--- config.mk ---
export PLATFORM = sky130hd
export DESIGN_NAME = sr_latch_driver
export DESIGN_NICKNAME = d
export VERILOG_FILES = /design/src/rtl/sr_latch_driver.sv
export SDC_FILE = /design/constraint.sdc
export NUM_CORES = 1
export LEC_CHECK = 0
export ABC_AREA = 1
export CAP_MARGIN = 20
export CORE_ASPECT_RATIO = 0.5
export CORE_MARGIN = 1.5
export CORE_UTILIZATION = 50
export CTS_CLUSTER_SIZE = 25
export DETAILED_ROUTE_END_ITERATION = 7
export PLACE_DENSITY = 0.74
export SLEW_MARGIN = 30
export SYNTH_ARGS = -nofsm -noshare
export SYNTH_HDL_FRONTEND = slang
export SYNTH_SLANG_ARGS = --single-unit
--- constraint.sdc ---
create_clock -name clk -period 1.65 [get_ports clk]
set_input_delay 0.33 -clock clk [delete_from_list [all_inputs] [get_ports clk]]
set_output_delay 0.33 -clock clk [all_outputs]
set_load 0.05 [all_outputs]
--- src/rtl/sr_latch_driver.sv ---
// sr_latch_driver: pulse driver for a downstream NAND SR latch.
//
// Two level requests (set_req, clr_req) are debounced independently; each
// rising edge of a debounced level becomes a one-cycle event. An FSM turns
// events into active-low pulses on s_n / r_n of PULSE_CYCLES cycles, each
// followed by GAP_CYCLES cycles with both drives high. One pending slot holds
// the most recent event seen while busy. On leaving reset the block issues
// an initial clear pulse so the latch agrees with q_est = 0.
//
// Parameters
//   DEB_CYCLES   : consecutive differing samples before a level is accepted (1..255)
//   PULSE_CYCLES : low time of each s_n / r_n pulse (1..15)
//   GAP_CYCLES   : both-high time after each pulse (1..15)
//
// Ports
//   clk          : clock, all state on the rising edge
//   rst          : synchronous active-high reset
//   set_req      : set request level
//   clr_req      : clear request level
//   s_n          : active-low set drive (registered)
//   r_n          : active-low reset drive (registered)
//   busy         : high whenever the FSM is not idle (registered)
//   q_est        : expected latch Q after the last completed pulse (registered)
//   conflict_cnt : [7:0] saturating count of dropped or overwritten events,
//                  present only when SR_DRV_CONFLICT_CNT_EN is defined
//
// Build option
//   SR_DRV_CONFLICT_CNT_EN : adds the conflict_cnt output and its counter.

module sr_latch_driver #(
  parameter int unsigned DEB_CYCLES   = 4,
  parameter int unsigned PULSE_CYCLES = 2,
  parameter int unsigned GAP_CYCLES   = 1
) (
  input  logic       clk,
  input  logic       rst,
  input  logic       set_req,
  input  logic       clr_req,
  output logic       s_n,
  output logic       r_n,
  output logic       busy,
  output logic       q_est
`ifdef SR_DRV_CONFLICT_CNT_EN
  ,
  output logic [7:0] conflict_cnt
`endif
);

  localparam logic [7:0] DebLast   = 8'(DEB_CYCLES - 1);
  localparam logic [3:0] PulseLast = 4'(PULSE_CYCLES - 1);
  localparam logic [3:0] GapLast   = 4'(GAP_CYCLES - 1);

  // Index 0 = set request, index 1 = clear request.
  localparam int unsigned IdxSet = 0;
  localparam int unsigned IdxClr = 1;

  typedef enum logic [1:0] {
    StIdle,
    StSetP,
    StClrP,
    StGap
  } state_e;

  // ---------------------------------------------------------------------------
  // Debounce
  // ---------------------------------------------------------------------------
  logic [1:0] req;
  logic [1:0] stable_q, stable_d;
  logic [7:0] deb_cnt_q [2];
  logic [7:0] deb_cnt_d [2];
  logic [1:0] rise;
  logic [1:0] ev_q;

  assign req = {clr_req, set_req};

  always_comb begin
    stable_d = stable_q;
    rise     = '0;
    for (int i = 0; i < 2; i++) begin
      // Any sample equal to the stable level restarts the count.
      deb_cnt_d[i] = '0;
      if (req[i] != stable_q[i]) begin
        if (deb_cnt_q[i] == DebLast) begin
          stable_d[i] = req[i];
          rise[i]     = req[i];
        end else begin
          deb_cnt_d[i] = deb_cnt_q[i] + 8'd1;
        end
      end
    end
  end

  // ---------------------------------------------------------------------------
  // Event arbitration
  // ---------------------------------------------------------------------------
  logic ev_any;
  logic ev_is_clr;
  logic sim_drop;
  logic ovw;
  logic eff_vld;
  logic eff_clr;

  logic pend_vld_q, pend_vld_d;
  logic pend_clr_q, pend_clr_d;

  // Simultaneous events resolve to clear; the set is dropped.
  assign ev_any    = ev_q[IdxSet] | ev_q[IdxClr];
  assign ev_is_clr = ev_q[IdxClr];
  assign sim_drop  = ev_q[IdxSet] & ev_q[IdxClr];

  // A fresh event replaces whatever the pending slot holds (last wins).
  assign ovw     = ev_any & pend_vld_q;
  assign eff_vld = ev_any | pend_vld_q;
  assign eff_clr = ev_any ? ev_is_clr : pend_clr_q;

  // ---------------------------------------------------------------------------
  // Pulse FSM
  // ---------------------------------------------------------------------------
  state_e     state_q, state_d;
  logic [3:0] cnt_q, cnt_d;
  logic       init_q;
  logic       q_est_q, q_est_d;
  logic       s_n_q, r_n_q, busy_q;

  always_comb begin
    state_d    = state_q;
    cnt_d      = cnt_q;
    pend_vld_d = pend_vld_q;
    pend_clr_d = pend_clr_q;
    q_est_d    = q_est_q;

    unique case (state_q)
      StIdle: begin
        if (init_q) begin
          // First edge out of reset: force the latch to match q_est = 0.
          state_d    = StClrP;
          cnt_d      = '0;
          pend_vld_d = eff_vld;
          pend_clr_d = eff_clr;
        end else if (eff_vld) begin
          state_d    = eff_clr ? StClrP : StSetP;
          cnt_d      = '0;
          pend_vld_d = 1'b0;
        end
      end

      StSetP, StClrP: begin
        pend_vld_d = eff_vld;
        pend_clr_d = eff_clr;
        if (cnt_q == PulseLast) begin
          state_d = StGap;
          cnt_d   = '0;
          q_est_d = (state_q == StSetP);
        end else begin
          cnt_d = cnt_q + 4'd1;
        end
      end

      StGap: begin
        if (cnt_q == GapLast) begin
          cnt_d      = '0;
          pend_vld_d = 1'b0;
          if (eff_vld) begin
            state_d = eff_clr ? StClrP : StSetP;
          end else begin
            state_d = StIdle;
          end
        end else begin
          cnt_d      = cnt_q + 4'd1;
          pend_vld_d = eff_vld;
          pend_clr_d = eff_clr;
        end
      end

      default: begin
        state_d = StIdle;
        cnt_d   = '0;
      end
    endcase
  end

  always_ff @(posedge clk) begin
    if (rst) begin
      stable_q     <= '0;
      deb_cnt_q[0] <= '0;
      deb_cnt_q[1] <= '0;
      ev_q         <= '0;
      state_q      <= StIdle;
      cnt_q        <= '0;
      pend_vld_q   <= 1'b0;
      pend_clr_q   <= 1'b0;
      init_q       <= 1'b1;
      q_est_q      <= 1'b0;
      s_n_q        <= 1'b1;
      r_n_q        <= 1'b1;
      busy_q       <= 1'b0;
    end else begin
      stable_q     <= stable_d;
      deb_cnt_q[0] <= deb_cnt_d[0];
      deb_cnt_q[1] <= deb_cnt_d[1];
      ev_q         <= rise;
      state_q      <= state_d;
      cnt_q        <= cnt_d;
      pend_vld_q   <= pend_vld_d;
      pend_clr_q   <= pend_clr_d;
      init_q       <= 1'b0;
      q_est_q      <= q_est_d;
      // Drives follow the next state so they are registered yet aligned
      // with the state; SET_P and CLR_P are exclusive, so the drives are too.
      s_n_q        <= (state_d != StSetP);
      r_n_q        <= (state_d != StClrP);
      busy_q       <= (state_d != StIdle);
    end
  end

  assign s_n   = s_n_q;
  assign r_n   = r_n_q;
  assign busy  = busy_q;
  assign q_est = q_est_q;

`ifdef SR_DRV_CONFLICT_CNT_EN
  // ---------------------------------------------------------------------------
  // Conflict counter: a drop and an overwrite in one cycle count twice.
  // ---------------------------------------------------------------------------
  logic [7:0] conflict_q, conflict_d;
  logic [8:0] conflict_sum;

  always_comb begin
    conflict_sum = {1'b0, conflict_q} + {8'd0, sim_drop} + {8'd0, ovw};
    conflict_d   = conflict_sum[8] ? 8'hff : conflict_sum[7:0];
  end

  always_ff @(posedge clk) begin
    if (rst) begin
      conflict_q <= '0;
    end else begin
      conflict_q <= conflict_d;
    end
  end

  assign conflict_cnt = conflict_q;
`else
  logic unused_conflict;
  assign unused_conflict = sim_drop ^ ovw;
`endif

endmodule

==> results of run 1 <==
==> report_power, final <==
group / switching [mW] / internal, mW
Combinational: 0.111 / 0.0566
Sequential: 0.0116 / 0.817
Clock: 0.327 / 0.608
Total: 0.450 / 1.48
==> through the flow <==
step | utilization | setup WS, ns
after detailed placement | 0.564 | 0.0741
after global placement | 0.564 | 0.150
after floorplan | - | 0.323
final | 0.610 | 0.171
after global routing | 0.610 | 0.0172
after CTS | 0.610 | 0.138
==> sequential cells by signal, indices dropped and copies added, names as in the netlist <==
signal / cells
deb_cnt_q: 16
cnt_q: 4
ev_q: 2
stable_q: 2
state_q: 2
busy: 1
init_q: 1
pend_clr_q: 1
pend_vld_q: 1
q_est: 1
r_n: 1
s_n: 1
==> cells by family (layout without fill, tap and decap cells) <==
family,count (synthesis),in the layout,synth area share
buffers and inverters,39,54,0.0931
adder cells (fa/ha/maj),9,9,0.0710
XOR/XNOR,6,6,0.0331
AND/OR/NAND/NOR,101,101,0.311
flip-flops,33,33,0.416
AO/OA/AOI/OAI,23,23,0.0757
==> per-layer routing <==
metal  up-vias  global-route usage
met2        18               0.306
met4         0              0.0700
li1        688                   -
met1       559               0.235
met5         -                   0
met3         6              0.0710
==> cell usage after synthesis <==
cell type	number
inv_1	37
nand2_1	36
dfxtp_1	33
nor2_1	22
a21oi_1	14
nand3_1	14
ha_1	9
nand2_2	7
nor3_1	7
o21ai_0	5
xor2_1	4
nand3_2	2
nor2_2	2
o21ai_1	2
or2_2	2
xnor2_1	2
a22oi_1	1
and3_1	1
buf_2	1
inv_2	1
nand3_4	1
nand3b_1	1
nand4_1	1
nor2_4	1
nor3b_1	1
nor3b_2	1
nor4_1	1
o211ai_1	1
or2_1	1
==> worst paths after layout <==
path	to	slack, ns	cells after the start
setup / recovery	busy$_SDFF_PP0_	0.17	10
hold / removal	pend_clr_q$_SDFFE_PP0P_	0.45	2
setup reg to reg	busy$_SDFF_PP0_	0.17	10
hold reg to reg	pend_clr_q$_SDFFE_PP0P_	0.45	2
==> layout make-up <==
class                           instances  area, µm²  area share
Clock inverter                          3       68.8      0.0374
Timing Repair Buffer                    8       67.6      0.0368
Tap cell                               40       50.0      0.0272
Clock buffer                            5       68.8      0.0374
Inverter                               38        143      0.0776
Sequential cell                        33        662       0.360
Multi-Input combinational cell        139        778       0.423
==> worst max-delay path: stages (launching register included) <==
cell and delay [ns]:
dfxtp_1 0.33, inv_1 0.13, ha_1 0.22, inv_1 0.12
nor2_1 0.18, nand2_1 0.08, nor2_1 0.08, inv_1 0.05
nand2_2 0.08, nand2_1 0.07, nand2_1 0.08
==> flow_results.org, run 1 <==
** Cells and area
- Final net count :: 238
- The top cell types in the final layout, fill and taps aside, are inv_1, nand2_1, dfxtp_1.
- Area Growth Syn to Fin :: 15.9%
- Final non-filler cell area :: between 0.0015 and 0.002 mm²
- The library cell used most frequently in the layout, excluding fill and tap cells, is inv_1.
- The count of cells in the finished layout, fillers not included, comes to 266.
- Number of fill cells :: between 200 and 300
- The number of antenna diodes in the final layout is 0.
- Share of final-layout standard cells stronger than drive strength 1 :: 0.137

** STA
- Setup Total Neg Slack :: 0 ns
- The worst path in the final design needs a cycle of 1.48 ns, including I/O delays and setup.
- Of the available clock period, the critical path in the final layout requires 0.896.
- On the final layout, the worst clock skew is a little over 0.005 ns.
- Actual slew at the worst max-slew pin :: about 0.36 ns
- Based on the critical path, the design can be clocked at up to 676 MHz.
- Headroom to the max-slew limit came out at 0.761.
- Hold timing on the final database bottoms out at a slack of 0.450 ns.
- The final number of hold-violating endpoints is 0.
- Final setup violating endpoints :: 0
- The max-slew violation count was 0.
- Setup repair after global routing left no endpoint under its margin.

** Placed design
- In this run, placement finished with an instance count of about 260.
- Summing all placed instances gives a cell area of about 0.0017 mm².
- Input and output buffers added on the ports amount to 7.
- Weighted congestion at the end of routability-driven global placement :: 0.785
- Detailed placement ended at an HPWL of roughly 2000 µm.

** Route
- Average detailed-routed wire length per instance :: slightly above 10 µm
- Met1 Wirelength :: approximately 1400 µm
- After detailed routing, the total wire length is 2730 µm.
- Vias post-DR :: ~1,300
- DRC violation count after routing :: 0
- Starting DRC count in detailed routing :: 67
- Via-per-instance ratio :: between 4 and 5
- Met2 wire length :: around 1200 µm
- Number of search-and-repair iterations in the first detailed-routing pass :: 4
- The detailed router used layers up to and including met4.
- Remaining antenna violation count :: 0
- Met3 Routed Length :: between 100 and 150 µm

** Clock tree
- Clk pin slew, worst setup/hold paths :: ~0.07 ns
- Buffers added to address setup during post-CTS repair amount to 0.
- The clock passes through at most 2 buffers.
- Cts-stage hold buffer count :: 0
- For this design, the sink count on the clock tree is 33.
- The tree is rooted in a clkbuf_8.
- Clock tree from TritonCTS :: yes
- Latest clock arrival within the worst-skew pair :: between 0.2 and 0.3 ns
- H-tree depth :: 2
- Clock buffer count from CTS :: 5
- Number of instances resized during post-cts repair :: 0

** Min path
- Beginning of the worst hold path :: pend_clr_q$_SDFFE_PP0P_
- Kind of path behind the tightest hold check :: reg2reg

** Global routing
- Antenna violations before repair :: 0
- Global-route wire length before repair :: 4970 µm
- Entering global routing, the biggest net connects 13 pins.
- Total track usage :: 0.191
- The number of global-route vias before repair was 1,177.
- Summed over all layers, the global routing overflow is 0.

** Yosys
- Dominant cell type by area after synthesis :: dfxtp_1
- Number of warnings issued by yosys :: 0
- The share of the Yosys chip area taken by registers is 0.416.
- In this run the cell area of the synthesized design comes to between 0.0015 and 0.002 mm².
- Cells after Synth :: roughly 210
- In the post-synthesis netlist, the biggest area contributors are dfxtp_1, inv_1, nand2_1.
- Dividing the synthesized area by the synthesized cell count gives about 7.5 µm².
- Number of nets produced by synthesis :: between 200 and 250
- Counting distinct cell types in the post-synthesis netlist gives 29.
- Flip-flop and latch count after synthesis :: 33
- Area share of the largest cell type after synthesis :: 0.416

** Flow run
- Max capacitance violation total :: 0

** Critical path
- STA classifies the critical path startpoint as a flop.
- Element type at the critical path end :: flop
- Worst setup path startpoint :: state_q[1]$_SDFF_PP0_
- Along the worst path, the maximum fanout reaches 6.
- The worst register-to-register path begins at state_q[1]$_SDFF_PP0_.
- Classification of the worst setup path :: reg2reg
- Data arrival time at the worst-slack endpoint :: roughly 1.7 ns
- Required time at the worst-slack endpoint :: 1.88 ns

** Floorplanning
- The die is 42.8 µm tall.
- The die is between 80 and 90 µm wide.
- Core Area :: 0.00301 mm²
- The floorplan step defined a die boundary enclosing 0.00354 mm².
- Row generation in the floorplan step produced 14 rows.
- Effective utilization at floorplan :: 0.527
- Count of pins on the block boundary :: 8

** Power and ir drop
- Power density relative to cell area :: 1050 mW/mm²
- For this design the static power due to leakage is 0.842 nW.
- Overall Power :: just under 2 mW
- Maximum vdd drop :: 0.598 mV

** Outcome
- Run status :: complete, no violations
Note: power is estimated with default switching activity, not from simulation.
==> run 2: changes to the inputs <==
- TNS_END_PERCENT: default -> 5
==> results of run 2 <==
No change in the layout: final DEF, timing and power equal those of run 1.
